`src/rtl/ps2_pkg.sv`:
```
// Shared definitions for the PS/2 keyboard front end: deframer states,
// frame geometry and the odd-parity helper.
package ps2_pkg;

    typedef enum logic [1:0] {
        ST_IDLE   = 2'd0,
        ST_DATA   = 2'd1,
        ST_PARITY = 2'd2,
        ST_STOP   = 2'd3
    } ps2_state_e;

    localparam int FRAME_BITS = 11;
    // Start, parity and stop surround the payload.
    localparam int DATA_BITS  = FRAME_BITS - 3;

    function automatic logic odd_parity_ok(input logic [7:0] data, input logic parity);
        return (^data) ^ parity;
    endfunction

endpackage

```
`src/rtl/sync_fifo.sv`:
```
// Small synchronous FIFO with registered pointers and an occupancy count;
// the head word reads as zero while empty.
module sync_fifo #(
    parameter int WIDTH      = 8,
    parameter int DEPTH_LOG2 = 3
) (
    input  logic                  clk,
    input  logic                  n_res,
    input  logic                  push,
    input  logic                  pop,
    input  logic [WIDTH-1:0]      wdata,
    output logic [WIDTH-1:0]      rdata,
    output logic [DEPTH_LOG2:0]   count,
    output logic                  full,
    output logic                  empty
);

    localparam int DEPTH = 1 << DEPTH_LOG2;

    logic [WIDTH-1:0]      mem_r [DEPTH];
    logic [DEPTH_LOG2-1:0] wr_ptr_r;
    logic [DEPTH_LOG2-1:0] rd_ptr_r;
    logic [DEPTH_LOG2:0]   count_r;
    logic                  do_push_s;
    logic                  do_pop_s;

    // Status, qualified push/pop and the zero-forced head read.
    always_comb begin
        empty     = (count_r == (DEPTH_LOG2+1)'(0));
        full      = (count_r == (DEPTH_LOG2+1)'(DEPTH));
        do_pop_s  = pop & ~empty;
        // A pop in the same cycle frees the slot, so a full FIFO still accepts.
        do_push_s = push & (~full | do_pop_s);
        if (empty) begin
            rdata = {WIDTH{1'b0}};
        end else begin
            rdata = mem_r[rd_ptr_r];
        end
        count = count_r;
    end

    // Storage, pointers and occupancy count.
    always_ff @(posedge clk) begin
        if (!n_res) begin
            wr_ptr_r <= {DEPTH_LOG2{1'b0}};
            rd_ptr_r <= {DEPTH_LOG2{1'b0}};
            count_r  <= {(DEPTH_LOG2+1){1'b0}};
            for (int i = 0; i < DEPTH; i++) begin
                mem_r[i] <= {WIDTH{1'b0}};
            end
        end else begin
            if (do_push_s) begin
                mem_r[wr_ptr_r] <= wdata;
                wr_ptr_r        <= wr_ptr_r + DEPTH_LOG2'(1);
            end
            if (do_pop_s) begin
                rd_ptr_r <= rd_ptr_r + DEPTH_LOG2'(1);
            end
            case ({do_push_s, do_pop_s})
                2'b10:   count_r <= count_r + (DEPTH_LOG2+1)'(1);
                2'b01:   count_r <= count_r - (DEPTH_LOG2+1)'(1);
                default: count_r <= count_r;
            endcase
        end
    end

endmodule

```
`src/rtl/ps2_scan_fifo.sv`:
```
// PS/2 keyboard receive front end: synchronises the pins, deframes 11-bit
// device-to-host frames and queues good scan codes for the CPU.
module ps2_scan_fifo
    import ps2_pkg::*;
#(
    parameter int DEPTH_LOG2    = 3,
    parameter int TIMEOUT_TICKS = 2,
    parameter int SYNC_STAGES   = 2
) (
    input  logic       clk,
    input  logic       n_res,
    input  logic       ps2_clock,
    input  logic       ps2_data,
    input  logic       tim_tick,
    input  logic       rd_pop,
    input  logic       clr_err,
    output logic [7:0] rd_data,
    output logic       irq,
    output logic       fifo_full,
    output logic       overflow,
    output logic       frame_err
);

    localparam int TMO_W = $clog2(TIMEOUT_TICKS + 1);

    logic [SYNC_STAGES-1:0] clk_sync_r;
    logic [SYNC_STAGES-1:0] data_sync_r;
    logic                   clk_prev_r;
    logic                   clk_s;
    logic                   data_s;
    logic                   fall_s;

    ps2_state_e             state_r;
    ps2_state_e             state_nxt_s;
    logic [2:0]             bit_cnt_r;
    logic [2:0]             bit_cnt_nxt_s;
    logic [7:0]             shift_r;
    logic [7:0]             shift_nxt_s;
    logic                   parity_r;
    logic                   parity_nxt_s;
    logic [TMO_W-1:0]       tmo_cnt_r;
    logic [TMO_W-1:0]       tmo_cnt_nxt_s;
    logic                   push_s;
    logic                   frame_bad_s;
    logic                   drop_s;

    logic                   overflow_r;
    logic                   frame_err_r;
    logic [7:0]             fifo_rdata_s;
    logic [DEPTH_LOG2:0]    fifo_count_s;
    logic                   fifo_full_s;
    logic                   fifo_empty_s;

    // Pin synchronisers and the previous synchronised clock for edge detect.
    always_ff @(posedge clk) begin
        if (!n_res) begin
            clk_sync_r  <= {SYNC_STAGES{1'b1}};
            data_sync_r <= {SYNC_STAGES{1'b1}};
            clk_prev_r  <= 1'b1;
        end else begin
            clk_sync_r  <= {clk_sync_r[SYNC_STAGES-2:0], ps2_clock};
            data_sync_r <= {data_sync_r[SYNC_STAGES-2:0], ps2_data};
            clk_prev_r  <= clk_s;
        end
    end

    assign clk_s  = clk_sync_r[SYNC_STAGES-1];
    assign data_s = data_sync_r[SYNC_STAGES-1];
    assign fall_s = clk_prev_r & ~clk_s;

    // Deframer state and datapath registers.
    always_ff @(posedge clk) begin
        if (!n_res) begin
            state_r   <= ST_IDLE;
            bit_cnt_r <= 3'd0;
            shift_r   <= 8'h00;
            parity_r  <= 1'b0;
            tmo_cnt_r <= {TMO_W{1'b0}};
        end else begin
            state_r   <= state_nxt_s;
            bit_cnt_r <= bit_cnt_nxt_s;
            shift_r   <= shift_nxt_s;
            parity_r  <= parity_nxt_s;
            tmo_cnt_r <= tmo_cnt_nxt_s;
        end
    end

    // Next-state logic: frame walk on each fall, then the inactivity abort.
    always_comb begin
        state_nxt_s   = state_r;
        bit_cnt_nxt_s = bit_cnt_r;
        shift_nxt_s   = shift_r;
        parity_nxt_s  = parity_r;
        tmo_cnt_nxt_s = tmo_cnt_r;
        push_s        = 1'b0;
        frame_bad_s   = 1'b0;

        case (state_r)
            ST_IDLE: begin
                // A fall with data high is line noise, not a start bit.
                if (fall_s && !data_s) begin
                    state_nxt_s   = ST_DATA;
                    bit_cnt_nxt_s = 3'd0;
                end else begin
                    state_nxt_s   = ST_IDLE;
                end
            end
            ST_DATA: begin
                if (fall_s) begin
                    shift_nxt_s   = {data_s, shift_r[7:1]};
                    bit_cnt_nxt_s = bit_cnt_r + 3'd1;
                    if (bit_cnt_r == 3'(DATA_BITS - 1)) begin
                        state_nxt_s = ST_PARITY;
                    end else begin
                        state_nxt_s = ST_DATA;
                    end
                end else begin
                    state_nxt_s = ST_DATA;
                end
            end
            ST_PARITY: begin
                if (fall_s) begin
                    parity_nxt_s = data_s;
                    state_nxt_s  = ST_STOP;
                end else begin
                    state_nxt_s  = ST_PARITY;
                end
            end
            ST_STOP: begin
                if (fall_s) begin
                    state_nxt_s = ST_IDLE;
                    if (odd_parity_ok(shift_r, parity_r) && data_s) begin
                        push_s = 1'b1;
                    end else begin
                        frame_bad_s = 1'b1;
                    end
                end else begin
                    state_nxt_s = ST_STOP;
                end
            end
            default: begin
                state_nxt_s = ST_IDLE;
            end
        endcase

        // Edge activity restarts the timeout; ticks only count while silent.
        if (state_r == ST_IDLE) begin
            tmo_cnt_nxt_s = {TMO_W{1'b0}};
        end else if (fall_s) begin
            tmo_cnt_nxt_s = {TMO_W{1'b0}};
        end else if (tim_tick) begin
            if (tmo_cnt_r + TMO_W'(1) == TMO_W'(TIMEOUT_TICKS)) begin
                state_nxt_s   = ST_IDLE;
                tmo_cnt_nxt_s = {TMO_W{1'b0}};
                frame_bad_s   = 1'b1;
            end else begin
                tmo_cnt_nxt_s = tmo_cnt_r + TMO_W'(1);
            end
        end else begin
            tmo_cnt_nxt_s = tmo_cnt_r;
        end
    end

    // A byte is lost only when full and no pop frees a slot this cycle.
    assign drop_s = push_s & fifo_full_s & ~(rd_pop & ~fifo_empty_s);

    // Sticky error flags; a new error outranks a simultaneous clear.
    always_ff @(posedge clk) begin
        if (!n_res) begin
            overflow_r  <= 1'b0;
            frame_err_r <= 1'b0;
        end else begin
            if (drop_s) begin
                overflow_r <= 1'b1;
            end else if (clr_err) begin
                overflow_r <= 1'b0;
            end
            if (frame_bad_s) begin
                frame_err_r <= 1'b1;
            end else if (clr_err) begin
                frame_err_r <= 1'b0;
            end
        end
    end

    sync_fifo #(
        .WIDTH      (8),
        .DEPTH_LOG2 (DEPTH_LOG2)
    ) u_fifo (
        .clk   (clk),
        .n_res (n_res),
        .push  (push_s),
        .pop   (rd_pop),
        .wdata (shift_r),
        .rdata (fifo_rdata_s),
        .count (fifo_count_s),
        .full  (fifo_full_s),
        .empty (fifo_empty_s)
    );

    assign rd_data   = fifo_rdata_s;
    assign irq       = (fifo_count_s != (DEPTH_LOG2+1)'(0));
    assign fifo_full = fifo_full_s;
    assign overflow  = overflow_r;
    assign frame_err = frame_err_r;

endmodule

```
`config.mk`:
```
export PLATFORM = sky130hd
export DESIGN_NAME = ps2_scan_fifo
export DESIGN_NICKNAME = d
export VERILOG_FILES = /design/src/rtl/ps2_pkg.sv /design/src/rtl/sync_fifo.sv /design/src/rtl/ps2_scan_fifo.sv
export SDC_FILE = /design/constraint.sdc
export NUM_CORES = 1
export LEC_CHECK = 0
export CORE_MARGIN = 2
export CORE_UTILIZATION = 55
export CTS_BUF_LIST = sky130_fd_sc_hd__clkbuf_4 sky130_fd_sc_hd__clkbuf_8
export DETAILED_ROUTE_END_ITERATION = 8
export PLACE_DENSITY = 0.77
export SKIP_LAST_GASP = 1
export SLEW_MARGIN = 20
export SYNTH_ARGS = -nofsm -noshare
export SYNTH_HDL_FRONTEND = slang
export SYNTH_HIERARCHICAL = 1
export SYNTH_SLANG_ARGS = --single-unit
```
`constraint.sdc`:
```
create_clock -name clk -period 5.6 [get_ports clk]
set_clock_uncertainty 0.05 [all_clocks]
set_input_delay 1.68 -clock clk [delete_from_list [all_inputs] [get_ports clk]]
set_output_delay 1.68 -clock clk [all_outputs]
set_load 0.01 [all_outputs]
```
==> Flow_metrics.wiki, run 1 <==
{| class="wikitable"
! Metric !! Value
|-
| Outcome || complete, no violations
|-
| Post-Synthesis Cell Area || around 4700 um2
|-
| Arrival time of data at the critical path endpoint || 2480 ps
|-
| Number of detailed-routing iterations run before antenna repair || 4
|-
| Vias in the first global route || 2918
|-
| Overall global routing resource usage || 0.218
|-
| Total global routing overflow || 0
|-
| Critical path capture point type || primary output
|-
| Post_cts resized || 0
|-
| Register bit count reported by yosys || 100
|-
| Top-count cell post-synth || nor2_1
|-
| Average wire length per cell after detail routing || between 15 and 20 um
|-
| Routed wire length || 9040 um
|-
| RePlAce Congestion || between 0.8 and 0.9
|-
| Synthesized netlist cell count || 379
|-
| Critical path peak fanout || 16
|-
| Wire length of the first global-routing pass || 14600 um
|-
| Launching element type of the critical path || flip-flop
|-
| DRC violation total after the first TritonRoute iteration || ~310
|-
| H-tree levels || 3
|-
| Buffers inserted during post-CTS setup optimization || 0
|-
| Final setup violation count || 0
|-
| Yosys Warn Count || 6
|-
| Aggregate negative setup slack || 0 ps
|-
| Total of hold buffers inserted after clock tree synthesis || 0
|-
| Final number of max-transition violations || 0
|-
| Pre-CTS setup slack || around 1200 ps
|-
| Area added between synthesis and finish || 9.41%
|-
| Area of the die || around 9300 um2
|-
| Sinks on Clock Net || 100
|-
| Required arrival time at the worst endpoint || roughly 3900 ps
|-
| Highest cell delay on the worst timing path || 880 ps
|-
| VDD IR max || ~160 uV
|-
| Antenna diode instance count || 0
|-
| Maximum number of pins on one net before global-route repair || 38
|-
| Fraction of final layout cells sized beyond drive strength 1 || 0.142
|-
| Standard-cell rows || 33
|-
| Clk pin slew, worst setup/hold paths || roughly 90 ps
|-
| Tcrit/Tclk final || 0.751
|-
| Core footprint || between 8000 and 9000 um2
|-
| Unrepaired setup endpoints after global routing || no
|-
| Syn avg cell area || 12.4 um2
|-
| Synth area leader || edfxtp_1
|-
| Least setup slack across all paths after layout || around 1400 ps
|-
| Number of nets with antenna violations after detailed routing || 0
|-
| Slew Limit Headroom || 0.433
|-
| Leakage Power || around 0.0017 uW
|-
| Post-synthesis sequential area ratio || 0.562
|-
| Initial core utilization || 0.570
|-
| Final core utilization || 0.623
|-
| Remaining DRCs || 0
|-
| Crit-path slowest cell || dfxtp_1
|-
| HPWL after detailed placement || 6180 um
|-
| Top cells by area, synth || edfxtp_1, dfxtp_1, mux4_2, nor2_1, nand2_8
|-
| Final critical delay including setup and external delays || around 4200 ps
|-
| HP Class || flip-flop to flip-flop
|-
| Clock root cell || clkbuf_8
|-
| Post-synth cell types || 50
|-
| Final number of hold-violating endpoints || 0
|-
| Vias per Instance || 5.64
|-
| Number of I/O port buffers || 18
|-
| Via count || 2854
|-
| Post-synth top area share || 0.408
|-
| Transition at the pin with the smallest max-transition slack || roughly 850 ps
|-
| Share of synthesized registers carrying an async set or reset || 0
|-
| Inserted Clock Buffers || 9
|-
| Die Y || between 90 and 100 um
|-
| Post-Synthesis Net Count || 394
|-
| Chain of cells forming the critical path || mux4_2 > mux2i_1 > nor2_1 > clkdlybuf4s50_1
|-
| Number of nets in the final layout || around 410
|-
| CTS tree || done
|-
| Number of top-level pins || 19
|-
| Maximum achievable frequency || between 200 and 250 MHz
|-
| Clk buf depth || 2
|-
| Kind of critical path || flip-flop to primary output
|-
| Primary FF master, synth || edfxtp_1
|-
| Clock latency at the later pin of the worst-skew pair || approximately 360 ps
|-
| Maximum Capacitance Violations || 0
|-
| Cell Pwr Density || between 200 and 300 nW/um2
|-
| Number of antenna violations at the first check in global routing || 0
|-
| Cell types with the highest counts after synthesis || nor2_1, edfxtp_1, dfxtp_1
|-
| Width of the die || 96.5 um
|-
| Count of flip-flops with a built-in enable after synthesis || 64
|}
## flip-flops by register name, summed over array words and instances (netlist names), named ones only
| name | cells |
|---|---|
| u_fifo/mem_r | 64 |
| shift_r | 8 |
| u_fifo/count | 4 |
| bit_cnt_r | 3 |
| u_fifo/rd_ptr_r | 3 |
| u_fifo/wr_ptr_r | 3 |
| clk_sync_r | 2 |
| data_sync_r | 2 |
| state_r | 2 |
| tmo_cnt_r | 2 |
| clk_prev_r | 1 |
| frame_err | 1 |
| overflow | 1 |
| parity_r | 1 |
## area by class of cell
type,instances,area [um2]
clock buffer,10,131
clock inverter,6,61.3
fill,666,3110
inverter,8,35.0
multi-input combinational,253,1920
sequential,100,2640
tap,105,131
timing repair buffer,24,225
## critical path: cells and delay by family, from the launching register on
kind | cells | cell delay (ps)
buffers and inverters | 1 | 500
and+or+nand+nor | 1 | 60
muxes | 2 | 670
DFF | 1 | 880
## path summary, 6_finish.rpt
check                  from         endpoint  slack (ps)  cells after the start
min          data_sync_r[0]   data_sync_r[1]         370                      1
max reg2reg      shift_r[6]  u_fifo/count[3]        1900                     12
max               flip-flop       rd_data[5]        1390                      4
min reg2reg  data_sync_r[0]   data_sync_r[1]         370                      1
## where the power goes
| part | leakage (uW) | internal (uW) | switching [uW] |
|---|---|---|---|
| registers | 0.000925 | 802 | 6.68 |
| logic | 0.000663 | 18.3 | 24.2 |
| clock network | 0.0000981 | 212 | 250 |
## layout by cell type, fill, tap and decap left out, types with 2 or more instances in the layout
master           synthesis  routed
clkbuf_8                 1       9
xor2_1                   4       4
a21oi_1                  4       4
nand2_8                  9       9
nand2_1                 28      28
inv_6                    1       3
ha_1                     7       7
dfxtp_1                 36      36
a21boi_1                11      11
buf_4                    1       6
nand3b_1                 2       2
mux4_2                  16      16
xnor2_1                  8       8
nor3_1                   2       2
and2_1                   9       9
and3_1                   4       4
edfxtp_1                64      64
nand2b_1                10      10
inv_1                    6       6
clkdlybuf4s50_1          0      18
o21ai_2                  3       3
nand4_1                  3       3
nand3_1                  7       7
o211ai_1                 2       2
o31ai_1                  3       3
nor2_1                  80      80
o21ai_0                  5       5
nor2b_1                  8       8
mux2i_1                 13      13
## logic make-up (layout without fill, tap and decap cells)
kind of cell,Yosys count,count (layout),share of synthesized area
AOI/OAI and AO/OA,34,34,0.0540
buffers and inverters,26,48,0.0332
DFF,100,100,0.562
xor gates and xnor gates,14,14,0.0306
muxes,29,29,0.104
and+or+nand+nor,168,168,0.194
adders and majority gates,8,8,0.0229
## per-layer routing
layer | global-route usage | part of all wire | up-vias
met1 | 0.280 | 0.42 | 1394
met4 | 0.0646 | 0.014 | 0
met5 | 0 | 0 | -
met3 | 0.0520 | 0.048 | 10
met2 | 0.368 | 0.52 | 78
li1 | - | - | 1372
## metrics by stage
stage | std cells | hold WS (ps) | power, uW | instance area, um2
finish | 506 | 366 | 1310 | 5150
global route | 506 | 385 | 1350 | 5150
CTS | 506 | 370 | 1320 | 5140
detailed placement | 490 | 347 | 868 | 4950
global placement | 490 | 343 | 866 | 4950
floorplan | 379 | 336 | 850 | 4710
Power figures use the tool's default switching activity.
==> run 2: changes to the inputs <==
Settings changed: PLACE_DENSITY 0.77 to 0.8.
Clock period 5.6 ns to 3.4 ns, I/O delays scaled along.
==> Flow_metrics.wiki, run 2 (synthesis gave the netlist of run 1 again) <==
{| class="wikitable"
! Metric !! Value
|-
| Buffers inserted during post-CTS setup optimization || 0 (unchanged)
|-
| Maximum number of pins on one net before global-route repair || 50 (+32%)
|-
| Core footprint || 8260 um2 (unchanged)
|-
| DRC violation total after the first TritonRoute iteration || 257 (-16%)
|-
| Hold depth || 1 (unchanged)
|-
| Maximum Capacitance Violations || 0 (unchanged)
|-
| Capture endpoint of the worst hold path || clk_sync_r[1]
|-
| Antenna diode instance count || 0 (unchanged)
|-
| Clock root cell || clkbuf_8
|-
| Area of the die || 9310 um2 (unchanged)
|-
| Cell-internal power || 1700 uW (+65%)
|-
| HP Class || flip-flop to flip-flop
|-
| Critical path peak fanout || 11 (-5)
|-
| Net Sw Power || 420 uW (+50%)
|-
| Tcrit/Tclk final || 0.958
|-
| Arrival time of data at the critical path endpoint || 2190 ps (-290 ps)
|-
| Number of inserted filler cells in the final layout || 651 (-2.3%)
|-
| Slew Limit Headroom || 0.656 (+0.223)
|-
| Worst reg2reg path depth || 12 (unchanged)
|-
| Total global routing overflow || 0 (unchanged)
|-
| Unrepaired setup endpoints after global routing || no
|-
| HPWL after detailed placement || 6300 um (+1.9%)
|-
| Vias per Instance || 5.70 (+1.0%)
|-
| Final setup violation count || 0 (unchanged)
|-
| Final critical delay including setup and external delays || 3260 ps
|-
| Required arrival time at the worst endpoint || 2330 ps (-1540 ps)
|-
| Number of flip-flops under the largest register name || 64 (unchanged)
|-
| Average wire length per cell after detail routing || 17.5 um (-2.2%)
|-
| Vias in the first global route || 2793 (-4.3%)
|-
| Inserted Clock Buffers || 9 (unchanged)
|-
| Via count || 2935 (+2.8%)
|-
| Clk buf depth || 2 (unchanged)
|-
| Wire length of the first global-routing pass || 14500 um (-1.2%)
|-
| Sequential fraction of design power || 0.629 (+0.013)
|-
| Reg-to-reg endpoint || u_fifo/count[3]
|-
| Area taken by multi-input logic gates || 1910 um2 (-0.46%)
|-
| Kind of critical path || flip-flop to primary output
|-
| Sinks on Clock Net || 100 (unchanged)
|-
| Pre-CTS setup slack || 109 ps (-1140 ps)
|-
| Aggregate negative setup slack || 0 ps (unchanged)
|-
| Transition at the pin with the smallest max-transition slack || 515 ps (-334 ps)
|-
| Clock latency at the later pin of the worst-skew pair || 360 ps (about the same)
|-
| Clk network pwr share || 0.338 (-0.014)
|-
| Worst Hold Launch || clk_sync_r[0]
|-
| Area added between synthesis and finish || 10.6%
|-
| Critical R2R Launch || shift_r[1]
|-
| Number of nets in the final layout || 421 (+2.4%)
|-
| Number of nets with antenna violations after detailed routing || 0 (unchanged)
|-
| Initial core utilization || 0.570 (unchanged)
|-
| Routed wire length || 9000 um (-0.43%)
|-
| Combinational share of power || 0.033 (about the same)
|-
| Critical path capture point type || primary output
|-
| Remaining DRCs || 0 (unchanged)
|-
| Number of I/O port buffers || 18 (unchanged)
|-
| Register-to-register setup slack || 270 ps (-1630 ps)
|-
| CTS tree || done
|-
| Leakage Power || 0.00173 uW (+2.4%)
|-
| Most flop-heavy register || u_fifo/mem_r
|-
| Final number of hold-violating endpoints || 0 (unchanged)
|-
| Net switching fraction of the power || 0.198 (-0.0153)
|-
| Launching element type of the critical path || flip-flop
|-
| Storage cell area || 2640 um2 (unchanged)
|-
| Fraction of final layout cells sized beyond drive strength 1 || 0.156 (+0.0140)
|-
| Number of top-level pins || 19 (unchanged)
|-
| Most common cell after layout, fill and taps aside || nor2_1
|-
| Number of antenna violations at the first check in global routing || 0 (unchanged)
|-
| Standard-cell rows || 33 (unchanged)
|-
| Least setup slack across all paths after layout || 142 ps (-1250 ps)
|-
| Overall global routing resource usage || 0.214 (-0.00347)
|-
| Outcome || complete, no violations
|-
| Top library cells by usage in the layout, fill and taps aside || nor2_1, edfxtp_1, dfxtp_1
|-
| Maximum achievable frequency || between 300 and 400 MHz
|-
| RePlAce Congestion || 0.806 (+0.49%)
|-
| Final number of max-transition violations || 0 (unchanged)
|-
| VDD IR max || 202 uV (+24%)
|-
| Number of detailed-routing iterations run before antenna repair || 5 (+1)
|-
| Cell Pwr Density || 407 nW/um2 (+60%)
|-
| H-tree levels || 3 (unchanged)
|-
| Clk pin slew, worst setup/hold paths || 80 ps (about the same)
|-
| Width of the die || 96.5 um (unchanged)
|-
| Die Y || 96.5 um (unchanged)
|}
==> run 2: changes by cell type in the layout (fill, tap and decap cells not counted) <==
| cell | delta |
|---|---|
| buf_6 | +1 |
| clkinvlp_2 | -1 |
| inv_6 | -2 |
| clkinv_1 | +2 |
| clkbuf_4 | +1 |
| clkinv_2 | -1 |
| nor4_4 | -1 |
| buf_4 | +9 |
| nor4_2 | +1 |
==> run 2: through the flow <==
stage                     instances  utilization  power (uW)  hold slack, ps  instance area (um2)
final                           515        0.630        2120             364                 5210
after global routing            515        0.630        2190             383                 5210
after CTS                       515        0.630        2140             368                 5200
after detailed placement        500        0.608        1430             347                 5020
after global placement          500        0.608        1430             343                 5020
after floorplan                 379            -        1400             336                 4710
==> run 2: final cells by class <==
| class | count | area share |
|---|---|---|
| Sequential cell | 100 | 0.508 |
| Multi-Input combinational cell | 253 | 0.367 |
| Timing Repair Buffer | 34 | 0.0584 |
| Clock buffer | 11 | 0.0267 |
| Tap cell | 105 | 0.0252 |
| Clock inverter | 4 | 0.00793 |
| Inverter | 8 | 0.00673 |
==> run 2: per-layer routing <==
metal,track usage,vias up,share of wire
met5,0,-,0
met4,0.0669,0,0.016
met3,0.0365,14,0.063
met2,0.365,112,0.50
met1,0.281,1419,0.42
li1,-,1390,-
==> run 2: timing repair <==
item / CTS / global route
hold buffers: 0 / 0
endpoints found under the setup margin: 0 / 1
resized for setup: 0 / 1
==> run 2: worst max path at each step <==
| stage | slack [ps] | endpoint | startpoint |
|---|---|---|---|
| 4_1_cts | 70 | rd_data[5] | flip-flop |
| 2_1_floorplan | 370 | u_fifo/mem_r[0][0] | shift_r[7] |
| 3_5_place_dp | 110 | u_fifo/count[3] | rd_pop |
| 5_1_grt | 40 | u_fifo/count[3] | shift_r[1] |
| 3_3_place_gp | 210 | u_fifo/count[3] | rd_pop |
| 6_report | 140 | rd_data[5] | flip-flop |
==> run 2: critical path: stages (launching register included) <==
cell             delay [ps]
dfxtp_1                 500
buf_4                   280
mux4_2                  350
mux2i_1                 160
nor2_1                   60
clkdlybuf4s50_1         470
==> run 2: power by group through the flow <==
stage / Combinational, uW / Clock (uW) / Sequential (uW)
after global placement: 68.6 / 0 / 1360
after floorplan: 45.5 / 0 / 1350
after global routing: 75.6 / 782 / 1340
after detailed placement: 70.7 / 0 / 1360
final: 70.2 / 716 / 1330
after CTS: 71.1 / 736 / 1330
==> run 3: changes to the inputs <==
Settings changed: CTS_CLUSTER_DIAMETER from default to 100.
==> results of run 3 <==
Same layout as run 2: the final DEF is identical, and so are final timing and power.
